$ cat config.mk
export PLATFORM = sky130hd
export DESIGN_NAME = single_integer_part_arbiter
export DESIGN_NICKNAME = d
export VERILOG_FILES = /design/src/rtl/single_integer_part_arbiter.sv
export SDC_FILE = /design/constraint.sdc
export NUM_CORES = 1
export LEC_CHECK = 0
export ABC_CLOCK_PERIOD_IN_PS = 3700
export BUFFER_PORTS_ARGS = -buffer_cell sky130_fd_sc_hd__buf_2
export CAP_MARGIN = 10
export CORE_AREA = 5 5 128 130
export DETAILED_ROUTE_END_ITERATION = 6
export DIE_AREA = 0 0 133 135
export PLACE_DENSITY = 0.83
export SLEW_MARGIN = 30
export SYNTH_ARGS = -nofsm -noshare
export SYNTH_HDL_FRONTEND = slang
export SYNTH_SLANG_ARGS = --single-unit
$ cat constraint.sdc
create_clock -name clk -period 3.7 [get_ports clk]
set_clock_uncertainty 0.05 [all_clocks]
set_input_delay 0 -clock clk [delete_from_list [all_inputs] [get_ports clk]]
set_output_delay 0 -clock clk [all_outputs]
set_load 0.02 [all_outputs]
$ cat src/rtl/single_integer_part_arbiter.sv
`default_nettype none
// ============================================================================
// Module      : single_integer_part_arbiter
// Description : Round-robin arbiter that shares one integer-part (truncate
//               toward zero) unit among N_REQ requesters. Each issue carries
//               its requester tag, and the returned result goes back to that
//               requester. The optional sticky protocol error is built when
//               SINGLE_INT_ARB_ERR_EN is defined.
// Revision    : 1.0 - initial release
// ============================================================================
module single_integer_part_arbiter #(
    parameter int N_REQ        = 4,
    parameter int UNIT_LATENCY = 1
) (
    input  logic                  clk,
    input  logic                  rst,
    input  logic [N_REQ-1:0]      req_valid,
    output logic [N_REQ-1:0]      req_ready,
    input  logic [32*N_REQ-1:0]   req_a,
    output logic [N_REQ-1:0]      resp_valid,
    input  logic [N_REQ-1:0]      resp_ready,
    output logic [32*N_REQ-1:0]   resp_c,
    output logic                  unit_in_valid,
    output logic [31:0]           unit_a,
    input  logic                  unit_out_valid,
    input  logic [31:0]           unit_c,
    output logic                  err
);

    localparam int IDX_W = $clog2(N_REQ);
    localparam int DEPTH = UNIT_LATENCY + 1;

    logic [N_REQ-1:0] w_pending;
    logic [N_REQ-1:0] w_elig;
    logic             w_hi_vld;
    logic             w_lo_vld;
    logic [IDX_W-1:0] w_hi_idx;
    logic [IDX_W-1:0] w_lo_idx;
    logic             w_gnt_vld;
    logic [IDX_W-1:0] w_gnt_idx;
    logic [IDX_W-1:0] w_rr_next;
    logic [31:0]      w_gnt_a;
    logic [IDX_W-1:0] r_rr_ptr;
    logic             r_tag_vld [DEPTH];
    logic [IDX_W-1:0] r_tag_idx [DEPTH];
    logic             w_ret_vld;
    logic [IDX_W-1:0] w_ret_idx;

    assign w_elig    = req_valid & ~w_pending;
    assign w_ret_vld = r_tag_vld[UNIT_LATENCY];
    assign w_ret_idx = r_tag_idx[UNIT_LATENCY];

    // Lowest eligible index at or above the pointer wins; otherwise wrap to the lowest overall.
    always_comb begin
        w_hi_vld = 1'b0;
        w_hi_idx = '0;
        w_lo_vld = 1'b0;
        w_lo_idx = '0;
        for (int p = N_REQ - 1; p >= 0; p--) begin
            if (w_elig[p]) begin
                w_lo_vld = 1'b1;
                w_lo_idx = IDX_W'(p);
                if (IDX_W'(p) >= r_rr_ptr) begin
                    w_hi_vld = 1'b1;
                    w_hi_idx = IDX_W'(p);
                end
            end
        end
        w_gnt_vld = w_lo_vld && !rst;
        w_gnt_idx = w_hi_vld ? w_hi_idx : w_lo_idx;
    end

    always_comb begin
        req_ready = '0;
        w_gnt_a   = '0;
        for (int p = 0; p < N_REQ; p++) begin
            if (w_gnt_idx == IDX_W'(p)) begin
                req_ready[p] = w_gnt_vld;
                w_gnt_a      = req_a[32*p +: 32];
            end
        end
    end

    assign w_rr_next = (w_gnt_idx == IDX_W'(N_REQ - 1)) ? '0 : w_gnt_idx + IDX_W'(1);

    always_ff @(posedge clk) begin
        if (rst) begin
            unit_in_valid <= 1'b0;
            unit_a        <= '0;
            r_rr_ptr      <= '0;
        end else begin
            unit_in_valid <= w_gnt_vld;
            if (w_gnt_vld) begin
                unit_a   <= w_gnt_a;
                r_rr_ptr <= w_rr_next;
            end
        end
    end

    // Stage UNIT_LATENCY lines up with unit_out_valid for the same operation.
    always_ff @(posedge clk) begin
        if (rst) begin
            for (int d = 0; d < DEPTH; d++) begin
                r_tag_vld[d] <= 1'b0;
                r_tag_idx[d] <= '0;
            end
        end else begin
            r_tag_vld[0] <= w_gnt_vld;
            r_tag_idx[0] <= w_gnt_idx;
            for (int d = 1; d < DEPTH; d++) begin
                r_tag_vld[d] <= r_tag_vld[d-1];
                r_tag_idx[d] <= r_tag_idx[d-1];
            end
        end
    end

    generate
        for (genvar gi = 0; gi < N_REQ; gi++) begin : g_port
            logic        r_pend;
            logic        r_rvld;
            logic [31:0] r_c;
            logic        w_tag_hit;
            logic        w_ret_hit;
            logic        w_orphan;
            logic        w_drain;

            assign w_tag_hit = w_ret_vld && (w_ret_idx == IDX_W'(gi));
            assign w_ret_hit = w_tag_hit && unit_out_valid;
            assign w_orphan  = w_tag_hit && !unit_out_valid;
            assign w_drain   = r_rvld && resp_ready[gi];

            always_ff @(posedge clk) begin
                if (rst) begin
                    r_pend <= 1'b0;
                    r_rvld <= 1'b0;
                    r_c    <= '0;
                end else begin
                    if (w_ret_hit) begin
                        r_rvld <= 1'b1;
                        r_c    <= unit_c;
                    end else if (w_drain) begin
                        r_rvld <= 1'b0;
                    end
                    // A lost result frees the port so it cannot stall forever.
                    if (req_ready[gi]) begin
                        r_pend <= 1'b1;
                    end else if (w_drain || w_orphan) begin
                        r_pend <= 1'b0;
                    end
                end
            end

            assign w_pending[gi]        = r_pend;
            assign resp_valid[gi]       = r_rvld;
            assign resp_c[32*gi +: 32]  = r_c;
        end
    endgenerate

`ifdef SINGLE_INT_ARB_ERR_EN
    localparam int MASK_W = $clog2(DEPTH + 1);

    logic [MASK_W-1:0] r_mask_cnt;
    logic              r_err;

    // Results already in flight when reset hit must not count as errors.
    always_ff @(posedge clk) begin
        if (rst) begin
            r_mask_cnt <= MASK_W'(DEPTH);
            r_err      <= 1'b0;
        end else if (r_mask_cnt != '0) begin
            r_mask_cnt <= r_mask_cnt - MASK_W'(1);
        end else if (unit_out_valid != w_ret_vld) begin
            r_err <= 1'b1;
        end
    end

    assign err = r_err;
`else
    assign err = 1'b0;
`endif

endmodule
`default_nettype wire

==> results.toml <==
[status]
status = "complete, no violations"

[worst_setup_path]
reg2regPathDepth = 12
worstPathArrival_ns = 3.87
cp.required_ns = 3.96
reg2reg_from = "g_port[1].r_pend"
cp-start-kind = "flop"
cp-end-kind = "flop"
critical_path_class = "reg2reg"
r2r_end = "unit_a[30]"
reg2reg_slack_ns = 0.09
path_max_fanout = 16

[clocking]
clock_path_buffers = 2
clock-root-buffer = "clkbuf_16"
cts-buffers-inserted = 17
path_clk_slew_ns = 0.07
cts_tree = "built"
htreeDepth = 4
cts_sinks = 176
clk-insertion-delay-late_ns = 0.43

[power]
power_uw = 7510
ir_worst_vdd_mv = 0.620
switching_power_uw = 2650
pwr-share-seq = 0.298
clock_power_share = 0.249
p_sw_frac = 0.353
p_leak_uw = 0.00499
combPwrFrac = 0.454
power.internal_uw = 4860
power.density_nw_per_um2 = 680

[logic_synthesis]
syn-cell-area_um2 = 6960
synth_most_common_cell = "nand2_1"
synth.yosys.seq_area_share = 0.507
synth-edff-count = 0
synth_seq_cells = 176
post-synth-top-area-cell = "dfxtp_1"
synth_common_cells = "nand2_1 (263), dfxtp_1 (176), a21oi_1 (133)"
yosysTopAreaCellShare = 0.507
ys.flop_type = "dfxtp_1"
avgSynthCellArea_um2 = 8.29
yosys_warnings = 0
synth_nets = 1014
syn_inst = 839
synthTopCellsByArea = "dfxtp_1 (51%), nand2_1 (14%), a21oi_1 (9.6%)"
async_flop_share = 0
synthDistinctLibCells = 40

[floorplanning]
die-area_um2 = 18000
fp.dieW_um = 133
ioPinCount = 341
rows = 45
core_um2 = 15000
initial_utilization = 0.463
fp.dieH_um = 135

[cells_and_area]
postLayoutCellArea_um2 = 11000
drive_above_1_share = 0.318
final_nets = 1484
area.growth.synth_to_final_pct = 58.8

[global_route]
grtUsageTotal = 0.318
overflow = 0
grt_pass1_wl_um = 45000
antenna_found_initial = 3
grt_max_degree = 96
grt_pass1_vias = 8299

[detailed_routing]
ant_nets = 0
drtIter0Drc = 699
wire_per_inst_um = 20.0
via_per_inst = 5.61
dr.pass1.iters = 5
drc_errors = 0
num_vias = 8482
wl_um = 30200

[place]
routabilityCongestion = 0.883
dpl-instance-area_um2 = 8660
dp_hpwl_um = 17300
io_buffers = 339

[sta]
finalCritPeriodShare = 0.976
slew_headroom = 0.545
drv_slew = 0
worstMarginPinSlew_ns = 0.665
setup_viol = 0
fin_crit_ns = 3.61
finalHoldViolCount = 0
fmaxAchievable_mhz = 277

[flow_run]
drv_cap = 0

[min_path]
min_path_cells = 5
worstHoldPathType = "in2reg"
worstHoldEndpoint = "r_rr_ptr[1]"
holdCritStartpoint = "req_valid[1]"
[metal layers]
metal | track usage | share of wire
met1 | 0.350 | 0.35
met2 | 0.532 | 0.49
met3 | 0.0913 | 0.096
met4 | 0.218 | 0.072
met5 | 0 | 0.00043
[state kept, by name, summed over array words and instances, names as in the netlist]
register and cells:
g_port.r_pend 4, g_port.r_rvld 4, unit_a 32, r_rr_ptr 2, r_tag_idx 4, r_tag_vld 2
g_port.r_c 128
[through the flow]
| stage | TNS [ns] | cells | util | hold WS (ns) | worst slack, ns |
|---|---|---|---|---|---|
| global route | -0.0280 | 1512 | 0.735 | 0.0453 | -0.0280 |
| global placement | 0 | 1309 | 0.575 | 0.222 | 0.906 |
| CTS | 0 | 1507 | 0.727 | 0.0703 | 0.0148 |
| finish | 0 | 1512 | 0.735 | 0.0224 | 0.0899 |
| detailed placement | 0 | 1310 | 0.576 | 0.230 | 0.936 |
| floorplan | 0 | 839 | - | 0.0860 | 1.35 |
[power groups by stage]
| stage | clock network, µW | registers (µW) | logic (µW) |
|---|---|---|---|
| floorplan | 0 | 2410 | 1410 |
| global placement | 0 | 2240 | 2040 |
| detailed placement | 0 | 2240 | 2120 |
| CTS | 1890 | 2210 | 2940 |
| global route | 1970 | 2250 | 3560 |
| finish | 1870 | 2240 | 3410 |
[worst max path at each step]
stage / start / to / slack, ns / cells past startpoint
after floorplan: g_port[1].r_pend / unit_a[10] / 1.35 / 11
after global placement: g_port[1].r_pend / unit_a[26] / 0.91 / 8
after CTS: r_rr_ptr[0] / unit_a[30] / 0.01 / 12
after global routing: g_port[1].r_pend / unit_a[30] / -0.03 / 12
final: g_port[1].r_pend / unit_a[30] / 0.09 / 12
after detailed placement: r_rr_ptr[0] / unit_a[31] / 0.94 / 10
[final cells by class]
class                      count  area [µm²]
clock buffer                  21         460
tap                          188         235
antenna                        2        5.00
fill                        1018        3990
timing repair buffer         521        3540
sequential                   176        3520
clock inverter                11         154
multi-input combinational    587        3100
inverter                       6        26.3
[worst max-delay path, stage by stage, from the launching register on]
cell	delay, ns
dfxtp_1	0.33
nand2b_4	0.17
a311oi_2	0.27
o22a_1	0.26
inv_1	0.11
ha_2	0.22
or2_4	0.28
buf_12	0.16
a21oi_1	0.14
o21ai_0	0.09
dlygate4sd3_1	0.59
a32o_1	0.27
dlygate4sd3_1	0.57
[placed cells by master (no fill, tap or decap), drive strengths merged, types with 2 or more instances in the layout]
cell and instances:
o22ai 32, a221oi 31, bufinv 3, a2111oi 2, and2 4, buf 355
clkbuf 22, nor2b 9, nor3 2, clkinvlp 2, nand2 263, nand4 2
inv 8, nor2 41, a22o 31, a41o 2, dfxtp 176, or2 3
nand3 2, a311oi 2, diode 2, dlygate4sd3 165, nand2b 11, ha 4
clkinv 4, a21oi 133, o21ai 4
[kinds of logic (layout without fill, tap and decap cells)]
| kind of cell | count (synthesis) | after routing | share of synthesized area |
|---|---|---|---|
| flops | 176 | 176 | 0.507 |
| mux | 1 | 1 | 0.00144 |
| fa+ha+maj | 4 | 4 | 0.00720 |
| simple gates | 340 | 340 | 0.199 |
| compound gates | 241 | 241 | 0.231 |
| buf+inv | 76 | 559 | 0.0547 |
| other cells | 1 | 3 | 0.000539 |
[what timing repair did]
action | CTS | global route
endpoints found under the setup margin | 0 | 18
hold buffers | 165 | 0
resized for setup | 0 | 13
setup buffers | 0 | 1
endpoints found under the hold margin | 171 | 0
Power figures use the tool's default switching activity.
